**config.mk**
```make
export PLATFORM = sky130hd
export DESIGN_NAME = reset_sequencer
export DESIGN_NICKNAME = d
export VERILOG_FILES = /design/src/rtl/reset_seq_pkg.sv /design/src/rtl/seq_timer.sv /design/src/rtl/reset_sequencer.sv
export SDC_FILE = /design/constraint.sdc
export NUM_CORES = 1
export LEC_CHECK = 0
export CORE_MARGIN = 1.5
export CORE_UTILIZATION = 55
export CTS_CLUSTER_SIZE = 10
export DETAILED_ROUTE_END_ITERATION = 6
export GPL_TIMING_DRIVEN = 0
export PLACE_DENSITY = 0.78
export RECOVER_POWER = 50
export SYNTH_ARGS = -nofsm -noshare
export SYNTH_HDL_FRONTEND = slang
export SYNTH_SLANG_ARGS = --single-unit
```
**constraint.sdc**
```tcl
create_clock -name clk -period 2.8 [get_ports clk]
set_input_delay 0.56 -clock clk [delete_from_list [all_inputs] [get_ports clk]]
set_output_delay 0.56 -clock clk [all_outputs]
set_load 0.02 [all_outputs]
```
**src/rtl/reset_seq_pkg.sv**
```systemverilog
// Shared definitions for the reset sequencer: FSM state encoding and
// the width rule for the phase timer.
package reset_seq_pkg;

  typedef enum logic [2:0] {
    ST_HOLD       = 3'd0,
    ST_WAIT_RDY   = 3'd1,
    ST_STEP       = 3'd2,
    ST_DONE       = 3'd3,
    ST_REV_ASSERT = 3'd4
  } seq_state_t;

  // One spare bit above the largest terminal count so the timer can never wrap.
  function automatic int cnt_width(input int hold, input int step, input int timeout);
    int m;
    m = hold;
    if (step > m) m = step;
    if (timeout > m) m = timeout;
    return $clog2(m + 1) + 1;
  endfunction

endpackage

```
**src/rtl/seq_timer.sv**
```systemverilog
// Loadable up-counter with clear, enable and terminal-count compare; shared by
// the hold, step-gap and ready-timeout phases of the reset sequencer.
module seq_timer #(
  parameter int WIDTH = 10
) (
  input  logic             clk,
  input  logic             clear,
  input  logic             load,
  input  logic [WIDTH-1:0] load_value,
  input  logic             en,
  input  logic [WIDTH-1:0] terminal,
  output logic             tc
);

  logic [WIDTH-1:0] count;

  always_ff @(posedge clk) begin
    if (clear)     count <= '0;
    else if (load) count <= load_value;
    else if (en)   count <= count + WIDTH'(1);
  end

  // tc flags that the coming enabled edge is the terminal-th edge of the phase.
  assign tc = (count == terminal - WIDTH'(1));

endmodule

```
**src/rtl/reset_sequencer.sv**
```systemverilog
// Ordered release of NUM_DOMAINS active-low domain resets, gated by per-domain
// ready or timeout. Optional macro RESET_SEQ_REVERSE_EN: staged reverse re-assert.
module reset_sequencer
  import reset_seq_pkg::*;
#(
  parameter int NUM_DOMAINS    = 4,
  parameter int HOLD_CYCLES    = 16,
  parameter int STEP_CYCLES    = 8,
  parameter int TIMEOUT_CYCLES = 256
) (
  input  logic                           clk,
  input  logic                           areset,
  input  logic                           sw_reset,
  input  logic [NUM_DOMAINS-1:0]         rdy,
  output logic [NUM_DOMAINS-1:0]         domain_rst_n,
  output logic [$clog2(NUM_DOMAINS)-1:0] cur_domain,
  output logic                           seq_done,
  output logic                           timeout_err
);

  localparam int IDX_W = $clog2(NUM_DOMAINS);
  localparam int CNT_W = cnt_width(HOLD_CYCLES, STEP_CYCLES, TIMEOUT_CYCLES);

  seq_state_t       state;
  logic             tc;
  logic             tmr_clear;
  logic             tmr_en;
  logic [CNT_W-1:0] terminal;
  logic             rdy_cur;
  logic             timeout_hit;
  logic             resequence;

  assign rdy_cur     = rdy[cur_domain];
  assign timeout_hit = (TIMEOUT_CYCLES != 0) && (state == ST_WAIT_RDY) && tc;
  assign resequence  = sw_reset && (state != ST_HOLD) && (state != ST_REV_ASSERT);

  // The timer restarts from zero on every phase change so each phase counts its own edges.
  always_comb begin
    tmr_clear = 1'b0;
    tmr_en    = 1'b0;
    terminal  = CNT_W'(STEP_CYCLES);
    case (state)
      ST_HOLD: begin
        terminal  = CNT_W'(HOLD_CYCLES);
        tmr_clear = sw_reset || tc;
        tmr_en    = 1'b1;
      end
      ST_WAIT_RDY: begin
        terminal  = CNT_W'(TIMEOUT_CYCLES);
        tmr_clear = rdy_cur || timeout_hit;
        tmr_en    = (TIMEOUT_CYCLES != 0);
      end
      ST_STEP, ST_REV_ASSERT: begin
        tmr_clear = tc;
        tmr_en    = 1'b1;
      end
      default: tmr_clear = 1'b1;
    endcase
    if (!areset || resequence) tmr_clear = 1'b1;
  end

  seq_timer #(.WIDTH(CNT_W)) u_timer (
    .clk        (clk),
    .clear      (tmr_clear),
    .load       (1'b0),
    .load_value ('0),
    .en         (tmr_en),
    .terminal   (terminal),
    .tc         (tc)
  );

  always_ff @(posedge clk) begin
    if (!areset) begin
      state        <= ST_HOLD;
      domain_rst_n <= '0;
      cur_domain   <= '0;
      seq_done     <= 1'b0;
      timeout_err  <= 1'b0;
    end else if (resequence) begin
`ifdef RESET_SEQ_REVERSE_EN
      // cur_domain is always the highest released domain outside HOLD.
      domain_rst_n[cur_domain] <= 1'b0;
      seq_done                 <= 1'b0;
      if (cur_domain == '0) state <= ST_HOLD;
      else                  state <= ST_REV_ASSERT;
`else
      state        <= ST_HOLD;
      domain_rst_n <= '0;
      cur_domain   <= '0;
      seq_done     <= 1'b0;
`endif
    end else begin
      case (state)
        ST_HOLD: begin
          if (!sw_reset && tc) begin
            domain_rst_n[0] <= 1'b1;
            state           <= ST_WAIT_RDY;
          end
        end
        ST_WAIT_RDY: begin
          // A ready seen on the timeout edge wins and leaves the error flag alone.
          if (rdy_cur || timeout_hit) begin
            if (!rdy_cur) timeout_err <= 1'b1;
            if (cur_domain == IDX_W'(NUM_DOMAINS - 1)) begin
              state    <= ST_DONE;
              seq_done <= 1'b1;
            end else begin
              state <= ST_STEP;
            end
          end
        end
        ST_STEP: begin
          if (tc) begin
            cur_domain                              <= cur_domain + IDX_W'(1);
            domain_rst_n[cur_domain + IDX_W'(1)]    <= 1'b1;
            state                                   <= ST_WAIT_RDY;
          end
        end
        ST_DONE: ;
`ifdef RESET_SEQ_REVERSE_EN
        ST_REV_ASSERT: begin
          if (tc) begin
            domain_rst_n[cur_domain - IDX_W'(1)] <= 1'b0;
            cur_domain                           <= cur_domain - IDX_W'(1);
            if (cur_domain == IDX_W'(1)) state <= ST_HOLD;
          end
        end
`endif
        default: state <= ST_HOLD;
      endcase
    end
  end

endmodule
```
---- Word level (Yosys, flattened, before mapping) ----
Index checks and enable logic that the tools add are counted.
Widths: inputs -> output; s select.
cells by class
  equality and inequality tests ........... 10
  multiplexer cells ....................... 16
  order comparisons ....................... 3
  add/sub/neg operators ................... 3
  bitwise logic cells ..................... 5
  reductions and logical operators ........ 21
operators by type and width
  kind                   count
  $pmux 9 s2             1
  $pmux 3 s4             1
  $add 10x1->10 const B  1
  $eq 10x10->1           1
  $sub 9x1->10 const B   1
  $mux 3                 3
  $reduce_and 4->1       2
  $mux 1                 7
  $eq 3x2->1 const B     2
  $lt 2x3->1 const B     2
  $reduce_and 3->1       2
  $logic_and 1x1->1      5
  $ne 2x2->1 const B     2
  $not 1->1              4
  $or 4x4->4             1
  $reduce_or 2->1        2
  $reduce_or 4->1        1
  $eq 3x1->1 const B     1
  $eq 3x3->1 const B     1
  $logic_not 3->1        1
  $logic_or 1x1->1       3
  $ne 3x3->1 const B     1
  $pmux 1 s3             1
  $reduce_bool 3->1      1
  other kinds (10)       11
storage, ports and cells
  bits in registers ....................... 21
  input port bits ......................... 7
  output and inout port bits .............. 8

---- Depth between registers and ports, before layout ----
  depth after elaboration ................. 8
  mapped depth ............................ 6
  depth with buffers taken out ............ 5

---- By module ----
Synthesis repeated with hierarchy kept, for this count alone.
unflattened totals
  cells, all modules ...................... 170
  area total of the unflattened synthesis .. 1393.8 µm²
modules (own cells, without submodules)
  module           seq. area each (µm²)  instances  cells an instance  area an instance (µm²)
  seq_timer        200.2                 1          109                840.8
  reset_sequencer  200.2                 1          61                 553.0

---- Least setup slack after synthesis ----
Ideal clock, no wire load.
  path type ............................... reg-to-reg
  start ................................... reg cur_domain[0]
  end ..................................... reg u_timer.count[1]
  library setup time ...................... 0.069 ns
  path buffers ............................ 0
  period minus slack after synthesis ...... 1.671 ns
  path slack .............................. 1.129 ns
  arrival time ............................ 1.602 ns
  cell stages (with the launch flop) ...... 5
  cells stage by stage .................... dfxtp_1 > mux4_2 > o21ai_2 > o2111ai_4 > a21oi_2
between the ends
  longest elaborated chain between the ends .. 5
ends and longest elaborated chain
  what                          line                    source
  start, declared               reset_sequencer.sv:16   output logic [$clog2(NUM_DOMAINS)-1:0] cur_domain,
  start signal, assigned        reset_sequencer.sv:114  cur_domain <= cur_domain + IDX_W'(1);
  $bmux 1 s2                    reset_sequencer.sv:33   assign rdy_cur = rdy[cur_domain];
  $mux 1 (not written as such)  reset_sequencer.sv:33
  $logic_or 1x1->1              reset_sequencer.sv:50   tmr_clear = rdy_cur || timeout_hit;
  $pmux 1 s3                    reset_sequencer.sv:42   case (state)
  $mux 1                        reset_sequencer.sv:59   if (!areset || resequence) tmr_clear = 1'b1;
  end signal, assigned          seq_timer.sv:19         else if (load) count <= load_value;
  end signal, assigned          seq_timer.sv:20         else if (en) count <= count + WIDTH'(1);
  end, declared                 seq_timer.sv:15         logic [WIDTH-1:0] count;
No other way between the ends. The select of a mux whose other input is x is not followed.
A chain may end at the register's enable or synchronous reset.

---- Final worst setup path ----
  start ................................... in rdy[2]
  end ..................................... reg u_timer.count[9]
between the ends
  longest elaborated chain between the ends .. 5
ends and longest elaborated chain
  what                          line                   source
  start, declared               reset_sequencer.sv:14  input logic [NUM_DOMAINS-1:0] rdy,
  $bmux 1 s2                    reset_sequencer.sv:33
  $mux 1 (not written as such)  reset_sequencer.sv:33
  $logic_or 1x1->1              reset_sequencer.sv:50
  $pmux 1 s3                    reset_sequencer.sv:42
  $mux 1                        reset_sequencer.sv:59
No other way between the ends. The select of a mux whose other input is x is not followed.

==> results.toml <==
[logic_synthesis]
synthAdderAreaFrac_pct = 6.120
yosys-top-cells-area = "dfxtp_1, xor2_1, ha_1"
synth_area_um2 = 1022
synth_nets = 122
synth_top_area_share_pct = 39.17
synth_compound_area_share_pct = 14.93
synth_xor_area_share_pct = 7.711
yosysWarnings = 0
synth_top_family_by_area = "simple AND/OR/NAND/NOR gates"
avgSynthCellArea_um2 = 9.293
synthCells = 110
synth_ff_type = "dfxtp_1"
synth_cell_types = 33
synth.most_common_cell = "dfxtp_1"
yosysSeqAreaShare_pct = 39.17
synth_top_cell_by_area = "dfxtp_1"
synth.area.mux_share_pct = 4.162
ys_async_sr_fraction_pct = 0
synthSimpleGateAreaFrac_pct = 24.11
ys_ff_latch = 20
synth_edf_count = 0
synth_commonest_cells = "dfxtp_1, nor2_1, xor2_1"

[layout]
areaGrowthSynthToFinish_pct = 18.48
final_nets = 141
diodes = 0
layout-drive-gt1-share_pct = 10.94
postLayoutCellArea_um2 = 1211
stdcell_count = 153

[sta]
slew_violations = 0
rsz0062_at_grt = "false"
clock_skew_ns = 0.001440
tns_ns = 0
whs_ns = 0.4560
setup_ws_ns = 0.6047
period_share_pct = 78.40
finalSetupViolCount = 0
slew_headroom_pct = 40.03
period_needed_ns = 2.195
finalHoldViolCount = 0
fmax_mhz = 455.5
tightestPinTransition_ns = 0.8986

[power]
power.density_nw_per_um2 = 395.4
p_leak_nw = 0.4565
ir_drop_v = 0.0003552

[floorplanning]
coreArea_um2 = 1727
initial_core_util_pct = 59.20
rows = 15
dieWidth_um = 46.11
ios = 15
die_h_um = 46.11
die-area_um2 = 2126

[global_route]
antenna_found_initial = 0
grt_pass1_vias = 780
grt_max_degree = 12
grt_pass1_wl_mm = 3.312
overflow = 0
grt_usage_pct = 22.33

[setup_path]
cp_top_family = "compound AO/OA/AOI/OAI gates"
crit_slowest_cell = "dlygate4sd3_1"
path_cells = "dlygate4sd3_1 > mux4_2 > o21ai_2 > o2111ai_1 > a21oi_2"
crit_buf_inv = 1
path_depth = 5
r2r_cells = 5
r2r-end = "u_timer.count[4]$_SDFFE_PP0P_"
end_kind = "register"
worstSetupPathType = "input pin to register"
critPathArrivalTime_ns = 2.44
worstPathRequired_ns = 3.04
cpPeakStageDelay_ns = 0.54
r2r_slack_ns = 0.78
worstPathMaxFanout = 10
r2r-start = "u_timer.count[0]$_SDFFE_PP0P_"
start_kind = "input pin"

[placed_design]
place_area_um2 = 1194
dp.cells = 149
hpwl_mm = 1.489
port_buffers = 14
dp_slack_ns = 0.6307
gp_congestion = 0.8008

[drt]
postRouteAntennaNets = 0
viasPerCell = 5.497
drt_iter0_drc = 6
drc_errors = 0
dr.pass1.iters = 4
wl_per_cell_um = 12.93
routed_wl_mm = 1.978
vias = 841

[clock_tree]
clkLatencyLatePin_ns = 0.31
cts_sinks = 20
ctsHoldBuffers = 0
clk_pin_slew_ns = 0.11
cts_tree = "built"
htreeDepth = 1
clock-root-buffer = "clkbuf_4"
cts_resized = 0
cts_buffer_depth = 2
postCtsSetupBuffers = 0
cts_buffers = 3

[worst_hold_path]
whs_endpoint = "u_timer.count[0]$_SDFFE_PP0P_"
hold_path_depth = 1
hp-start = "u_timer.count[0]$_SDFFE_PP0P_"
hp-class = "register to register"

[run_status]
status = "finished clean"

[run]
max-cap-violations = 0
routing by layer:
layer | up-vias | share of wire (%) | track usage (%)
met1 | 399 | 44 | 26.28
met3 | 5 | 4.1 | 7.451
li1 | 426 | - | -
met2 | 11 | 51 | 36.94
met5 | - | 0 | 0
met4 | 0 | 1.5 | 9.143
logic make-up (layout without fill, tap and decap cells):
family / Yosys count / in the layout
flops: 20 / 20
simple gates: 45 / 45
buf+inv: 9 / 27
compound gates: 19 / 19
mux: 3 / 3
xor+xnor: 9 / 9
fa+ha+maj: 5 / 5
flip-flops by register name, indices dropped and copies added, names as in the netlist:
signal / count
domain_rst_n: 4
seq_done: 1
state: 2
timeout_err: 1
u_timer.count: 10
cur_domain: 2
worst max path at each step:
stage                               start                             to  slack [ns]
5_1_grt                            rdy[2]  u_timer.count[4]$_SDFFE_PP0P_        0.46
2_1_floorplan  cur_domain[0]$_SDFFE_PP0P_  u_timer.count[1]$_SDFFE_PP0P_        1.13
6_report                           rdy[2]  u_timer.count[9]$_SDFFE_PP0P_        0.60
4_1_cts        cur_domain[0]$_SDFFE_PP0P_                  cur_domain[0]        0.75
3_3_place_gp                       rdy[0]  u_timer.count[1]$_SDFFE_PP0P_        0.66
3_5_place_dp                       rdy[2]  u_timer.count[4]$_SDFFE_PP0P_        0.63
worst reg2reg max path, stage by stage (launching register included):
cell and delay [ns]:
dfxtp_1 0.37, ha_1 0.25, and4bb_2 0.29, nand2_1 0.08, o2111ai_1 0.76, nor2_1 0.12
stage by stage:
stage                     utilization [%]  total power [mW]
after floorplan                         -            0.3035
after global placement              69.13            0.3157
after detailed placement            69.13            0.3161
after CTS                           71.23            0.4861
after global routing                70.14            0.4970
final                               70.14            0.4789
power by group:
part / leakage (nW) / internal (mW) / total (mW) / switching (mW)
Sequential: 0.161 / 0.286 / 0.287 / 0.00104
Combinational: 0.274 / 0.0105 / 0.0209 / 0.0104
Clock: 0.0210 / 0.0795 / 0.171 / 0.0917
Total: 0.457 / 0.376 / 0.479 / 0.103
final cells by class:
| class | instances | area (um^2) |
|---|---|---|
| Multi-Input combinational cell | 81 | 565.5 |
| Clock buffer | 4 | 36.28 |
| Timing Repair Buffer | 14 | 140.1 |
| Fill cell | 137 | 515.5 |
| Buffer | 4 | 18.77 |
| Inverter | 5 | 18.77 |
| Tap cell | 25 | 31.28 |
| Sequential cell | 20 | 400.4 |
cells in the final DEF, fill, tap and decap left out, drive strengths merged, types with 3 or more instances in the layout:
cell	count
ha	5
inv	5
nand4	5
xor2	8
clkdlybuf4s50	9
and2	3
o21ai	4
dfxtp	20
a21oi	7
buf	3
dlygate4sd3	5
nand3	6
clkbuf	5
nand2	7
nor2	14
Note: power is estimated with default switching activity, not from simulation.
